===== config.mk =====
export PLATFORM = sky130hd
export DESIGN_NAME = det_count_display
export DESIGN_NICKNAME = d
export VERILOG_FILES = /design/src/rtl/det_count_display.sv
export SDC_FILE = /design/constraint.sdc
export NUM_CORES = 1
export LEC_CHECK = 0
export CAP_MARGIN = 20
export CORE_MARGIN = 3
export CORE_UTILIZATION = 50
export DETAILED_ROUTE_END_ITERATION = 10
export DONT_BUFFER_PORTS = 1
export PLACE_DENSITY = 0.72
export SETUP_SLACK_MARGIN = 0.02
export SLEW_MARGIN = 0
export SYNTH_ARGS = -nofsm -noshare
export SYNTH_HDL_FRONTEND = slang
export SYNTH_SLANG_ARGS = --single-unit

===== constraint.sdc =====
create_clock -name clk -period 3.5 [get_ports clk]
set_clock_uncertainty 0.05 [all_clocks]
set_input_delay 1.05 -clock clk [delete_from_list [all_inputs] [get_ports clk]]
set_output_delay 1.05 -clock clk [all_outputs]
set_load 0.1 [all_outputs]

===== src/rtl/det_count_display.sv =====
// Two-digit BCD event counter fed by a registered detect flag, driving one
// active-high 7-segment digit (units or tens) with a retriggerable dp pulse.
module det_count_display #(
   parameter int unsigned DP_HOLD = 4,
   parameter int unsigned TW      = 8
) (
   input  logic       clk,
   input  logic       rst_n,
   input  logic       ena,
   input  logic       det_in,
   input  logic       clr,
   input  logic       disp_sel,
   output logic [7:0] seg,
   output logic [7:0] bcd,
   output logic       ovf
);

   logic          det_q, det_d;
   logic [3:0]    units_q, units_d;
   logic [3:0]    tens_q, tens_d;
   logic [TW-1:0] timer_q, timer_d;
   logic          ovf_q, ovf_d;
   logic [7:0]    seg_q, seg_d;
   logic          rise;
   logic [3:0]    shown;

   function automatic logic [6:0] font(input logic [3:0] digit);
      logic [6:0] f;
      case (digit)
         4'd0:    f = 7'h3F;
         4'd1:    f = 7'h06;
         4'd2:    f = 7'h5B;
         4'd3:    f = 7'h4F;
         4'd4:    f = 7'h66;
         4'd5:    f = 7'h6D;
         4'd6:    f = 7'h7D;
         4'd7:    f = 7'h07;
         4'd8:    f = 7'h7F;
         4'd9:    f = 7'h6F;
         default: f = 7'h40;
      endcase
      return f;
   endfunction

   assign rise  = det_in & ~det_q;
   assign shown = disp_sel ? tens_q : units_q;

   always_comb begin
      det_d   = det_q;
      units_d = units_q;
      tens_d  = tens_q;
      timer_d = timer_q;
      ovf_d   = ovf_q;
      seg_d   = seg_q;
      if (ena) begin
         det_d = det_in;
         // Display reflects the state before this edge, hence one cycle behind bcd.
         seg_d = {timer_q != '0, font(shown)};
         if (clr) begin
            units_d = '0;
            tens_d  = '0;
            timer_d = '0;
            ovf_d   = 1'b0;
         end else if (rise) begin
            timer_d = TW'(DP_HOLD);
            if (units_q == 4'd9) begin
               units_d = '0;
               if (tens_q == 4'd9) begin
                  tens_d = '0;
                  ovf_d  = 1'b1;
               end else begin
                  tens_d = tens_q + 4'd1;
               end
            end else begin
               units_d = units_q + 4'd1;
            end
         end else if (timer_q != '0) begin
            timer_d = timer_q - TW'(1);
         end
      end
   end

   always_ff @(posedge clk or negedge rst_n) begin
      if (!rst_n) begin
         det_q   <= 1'b0;
         units_q <= '0;
         tens_q  <= '0;
         timer_q <= '0;
         ovf_q   <= 1'b0;
         seg_q   <= 8'h3F;
      end else begin
         det_q   <= det_d;
         units_q <= units_d;
         tens_q  <= tens_d;
         timer_q <= timer_d;
         ovf_q   <= ovf_d;
         seg_q   <= seg_d;
      end
   end

   assign seg = seg_q;
   assign bcd = {tens_q, units_q};
   assign ovf = ovf_q;

endmodule


Word-level counts from Yosys, hierarchy flattened
Memories as Yosys holds them, arrays and structs flattened. A register that Yosys moved wholly into a read port is not among the register bits.
Index checks and enable logic that the tools add are counted.
{"block": "word_totals", "output_inout_bits": 17, "n_memories": 1, "register_bits": 26, "rom_bits": 112}
{"memory": "(no name shown)", "words": 16, "word_bits": 7, "read_ports": 1, "rd_clocked_by_memory_dff": 1, "wr": 0, "line": "29", "text": "case (digit)"}
{"block": "op_classes", "n_mux": 15, "bitwise_logic": 2, "eq_ne": 2, "add_sub_neg": 3, "n_reduce_logical": 10}
{"op": "$mux 4", "n": 8}
{"op": "$mux 8", "n": 3}
{"op": "$add 4x1->4 const B", "n": 2}
{"op": "$eq 4x4->1 const B", "n": 2}
{"op": "$reduce_bool 8->1", "n": 1}
{"op": "$sub 8x1->8 const B", "n": 1}
{"op": "$reduce_bool 2->1", "n": 3}
{"op": "$mux 1", "n": 4}
{"op": "$reduce_and 2->1", "n": 2}
{"op": "$reduce_and 4->1", "n": 1}
{"op": "$reduce_and 3->1", "n": 1}
{"op": "$reduce_bool 3->1", "n": 1}
{"op": "$and 1x1->1", "n": 1}
{"op": "$logic_not 1->1", "n": 1}
{"op": "$not 1->1", "n": 1}

Longest topological paths before layout
{"block": "logic_depth", "word_depth": 5, "mapped_depth": 8, "mapped_depth_nobuf": 7}

Least setup slack after synthesis
OpenSTA, ideal clock, no wires.
{"block": "synth_path", "kind": "input -> register", "from": "in disp_sel", "to": "reg seg_q[0], in the netlist seg[0]", "stages": 7, "slack_ps": 1034, "required_time_ps": 3365, "t_arrival_ps": 2331, "cell_sequence": "buf_1 -> mux2i_1 -> inv_1 -> ha_1 -> nand2_1 -> nand3_1 -> o221ai_1"}
{"block": "synth_between", "elab_chain_len": 1}
{"element": "from (decl)", "line": "12", "text": "input logic disp_sel,"}
{"element": "$mux 4", "line": "46", "text": "assign shown = disp_sel ? tens_q : units_q;"}
{"element": "to (decl)", "line": "23", "text": "logic [7:0] seg_q, seg_d;"}
Every way passes these cells.
A chain may end at the register's enable or synchronous reset.

Final worst setup path
{"block": "layout_path", "from": "reg tens_q[2]", "to": "out bcd[6]"}
{"element": "from (decl)", "line": "20", "text": "logic [3:0] tens_q, tens_d;"}
{"element": "from (signal assigned)", "line": "94", "text": "tens_q <= tens_d;"}
{"element": "to (decl)", "line": "14", "text": "output logic [7:0] bcd,"}
No word-level cell between the ends.

==> impl_metrics.yaml <==
pwr:
  power.switching_uw: 808
  pwr-share-seq_pct: 55.9
  netSwitchingFraction_pct: 54.6
  pwr-share-clk_pct: 10.3
  power_density_nw_per_um2: 872
  power_leakage_uw: 0.000759
  internal_power_uw: 672
  vdd_drop_max_v: 0.000398
  comb_power_share_pct: 33.8
sta:
  fmaxAchievable_mhz: 391
  final_min_period_over_clock_period_pct: 73.1
  max-slew-margin-rel_pct: 23.2
  fin_crit_ns: 2.56
  setup_repair_after_global_routing_missed_its_margin: "no"
  setup_failing_eps_final: 0
  report.final.slew_viol_count: 0
  finalHoldViolCount: 0
  worst_slew_pin_slew_ns: 1.15
  setup_total_negative_slack_ns: 0
floorplanning:
  dieHeight_um: 62.2
  dieArea_sq_um: 3870
  floorplan.die.width_um: 62.2
  rows: 19
  ioPinCount: 23
  core_region_area_sq_um: 2880
  start_util_pct: 54.9
routing:
  post_drt_via_cell_ratio: 5.94
  routed_via_count: 1295
  detail_route.first_pass.iterations: 4
  ant_nets: 0
  drt-wirelength-per-cell_um: 14.8
  drt_iter0_drc: 69
  totalWireLength_mm: 3.22
  drt_drc_violations_left: 0
cells_and_area:
  final_layout_size_suffix_gt1_share_pct: 14.8
  final_common_cell: "dfrtp_1"
  area_delta_synth_final_pct: 7.53
  filler_cell_count: 240
  n_antenna_cell: 0
  final_cell_mix: "20 x dfrtp_1, 16 x o21ai_0, 15 x nor2_1"
  finish.net_count: 195
  stdcell_count: 218
yosys:
  synth_area_in_compound_gates_pct: 19.5
  async_reset_ff_share_pct: 100
  post_synth_cell_types: 42
  synth_edf_count: 0
  synth_top_cell_area_share_pct: 31.7
  synthTopCellsByArea: "dfrtp_1 32%, dfstp_2 10%, ha_1 9.5%, o21ai_0 5.1%, nor2_1 3.6%"
  synth_area_in_adders_pct: 9.51
  yosys_register_bits: 26
  netlist_instances: 172
  synthesis.area_sq_um: 1580
  combinational_family_with_the_most_area_after_synthesis: "simple AND/OR/NAND/NOR gates"
  simple_gate_area_share_of_the_yosys_netlist_pct: 19.7
  syn_area_per_cell_sq_um: 9.18
  synth-main-ff-cell: "dfrtp_1"
  synth_xor_area_share_pct: 1.66
  synth_mux_area_share_pct: 3.41
  yosysWarningCount: 0
  synth_fp_nets: 190
  portion_of_the_post_synthesis_area_used_by_sequential_elements_pct: 41.7
  synth_top_area_cell: "dfrtp_1"
critical_path:
  critical_path_arrival_ns: 1.46
  top_fanout_value_on_the_critical_path: 10
  crit_end: "bcd[6]"
  regToRegSetupSlack_ns: 1.15
  cp-startpoint: "tens_q[2]"
  cp-start-kind: "flop"
  setup.worst_path.class: "flop to output port"
  rr_endpoint: "tens_q[2]"
  worst_reg2reg_startpoint: "tens_q[1]"
  critical_path_depth: 0
  ff2ff_path_depth: 6
  worstSetupEndpointType: "output port"
  worst_ep_required_time_ns: 2.40
global_route:
  grt_pass1_wl_mm: 5.58
  overflow: 0
  grt_antenna_before_repair: 0
  grt_max_degree: 28
  number_of_global_route_vias_before_repair: 1253
  grt_util_all_layers_pct: 17.4
cts:
  cts_hold_repair.buffers: 0
  gates_resized_cts_repair: 0
  clock-root-buffer: "clkbuf_4"
  cts_tree: "done"
  cts_htree_levels: 1
  clkSlewWorstSetupHoldPaths_ns: 0.14
  clock_sinks: 26
  number_of_buffers_on_the_longest_clock_path: 2
  tritoncts.num_buffers: 3
  cts.repair_timing.setup_buffer_count: 0
  clock_insertion_delay_worst_skew_ns: 0.32
place:
  place.gp.congestion: 0.884
  port_buffers: 0
  dp.cells: 214
  detailedPlacementHpwl_mm: 2.40
outcome:
  status: "finished, final reports clean"
flow_run:
  maxCapViolCount: 0
min_path:
  worst_hold_path_type: "input pin to async pin"
## power groups by stage
| stage | Sequential, uW | Clock, uW | Combinational (uW) |
|---|---|---|---|
| floorplan | 864 | 0 | 343 |
| global placement | 831 | 0 | 484 |
| detailed placement | 834 | 0 | 497 |
| CTS | 829 | 161 | 500 |
| global route | 844 | 176 | 563 |
| finish | 828 | 152 | 500 |
## sequential cells by signal, indices dropped and copies added (netlist names)
name,flops
seg,8
ovf,1
tens_q,4
det_q,1
timer_q,8
units_q,4
## final cells by class
class,count,area [sq um],area share [%]
Timing Repair Buffer,8,60.1,3.54
Tap cell,42,52.6,3.10
Inverter,11,41.3,2.43
Sequential cell,26,658,38.8
Multi-Input combinational cell,127,850,50.0
Clock buffer,4,36.3,2.14
## cell usage after synthesis (3+ instances only)
cell type / number
a21oi_1: 7
and2_1: 4
clkbuf_1: 7
dfrtp_1: 20
dfstp_2: 6
ha_1: 12
inv_1: 11
mux2_2: 3
nand2_1: 13
nand3_1: 5
nor2_1: 15
nor3_1: 4
o21a_1: 3
o21ai_0: 16
o221ai_1: 3
o22ai_1: 4
o31ai_1: 3
o41ai_1: 3
or4_1: 3
xor2_1: 3
## worst min-delay path by stage
stage / to / slack [ns] / cells after the start
2_1_floorplan: det_q / 0.42 / 1
3_3_place_gp: det_q / 0.43 / 1
3_5_place_dp: det_q / 0.45 / 1
4_1_cts: units_q[1] / 0.33 / 0
5_1_grt: units_q[1] / 0.30 / 0
6_report: units_q[1] / 0.35 / 0
## cells by family (layout without fill, tap and decap cells)
group                    count (synthesis)  count (layout)
AO/OA/AOI/OAI                           47              47
XOR/XNOR                                 3               3
adder cells (fa/ha/maj)                 12              12
buffers and inverters                   19              23
flip-flops                              26              26
multiplexers                             5               5
AND/OR/NAND/NOR                         60              60
## stage by stage
| step | setup slack [ns] | total power [uW] | utilization (%) | hold slack, ns | cell area, sq um |
|---|---|---|---|---|---|
| 4_1_cts | 0.933 | 1490 | 59.0 | 0.332 | 1700 |
| 3_5_place_dp | 1.16 | 1330 | 57.8 | 0.454 | 1660 |
| 3_3_place_gp | 1.21 | 1320 | 57.8 | 0.435 | 1660 |
| 6_report | 0.941 | 1480 | 59.0 | 0.347 | 1700 |
| 2_1_floorplan | 1.03 | 1210 | - | 0.423 | 1580 |
| 5_1_grt | 0.881 | 1580 | 59.0 | 0.304 | 1700 |
## per-layer routing
| metal | vias to the layer above | global-route usage [%] | wire length, um |
|---|---|---|---|
| li1 | 629 | - | - |
| met1 | 621 | 21.4 | 1450 |
| met2 | 41 | 30.2 | 1580 |
| met3 | 4 | 3.06 | 153 |
| met4 | 0 | 6.91 | 36 |
| met5 | - | 0 | 0 |
Power figures use the tool's default switching activity.
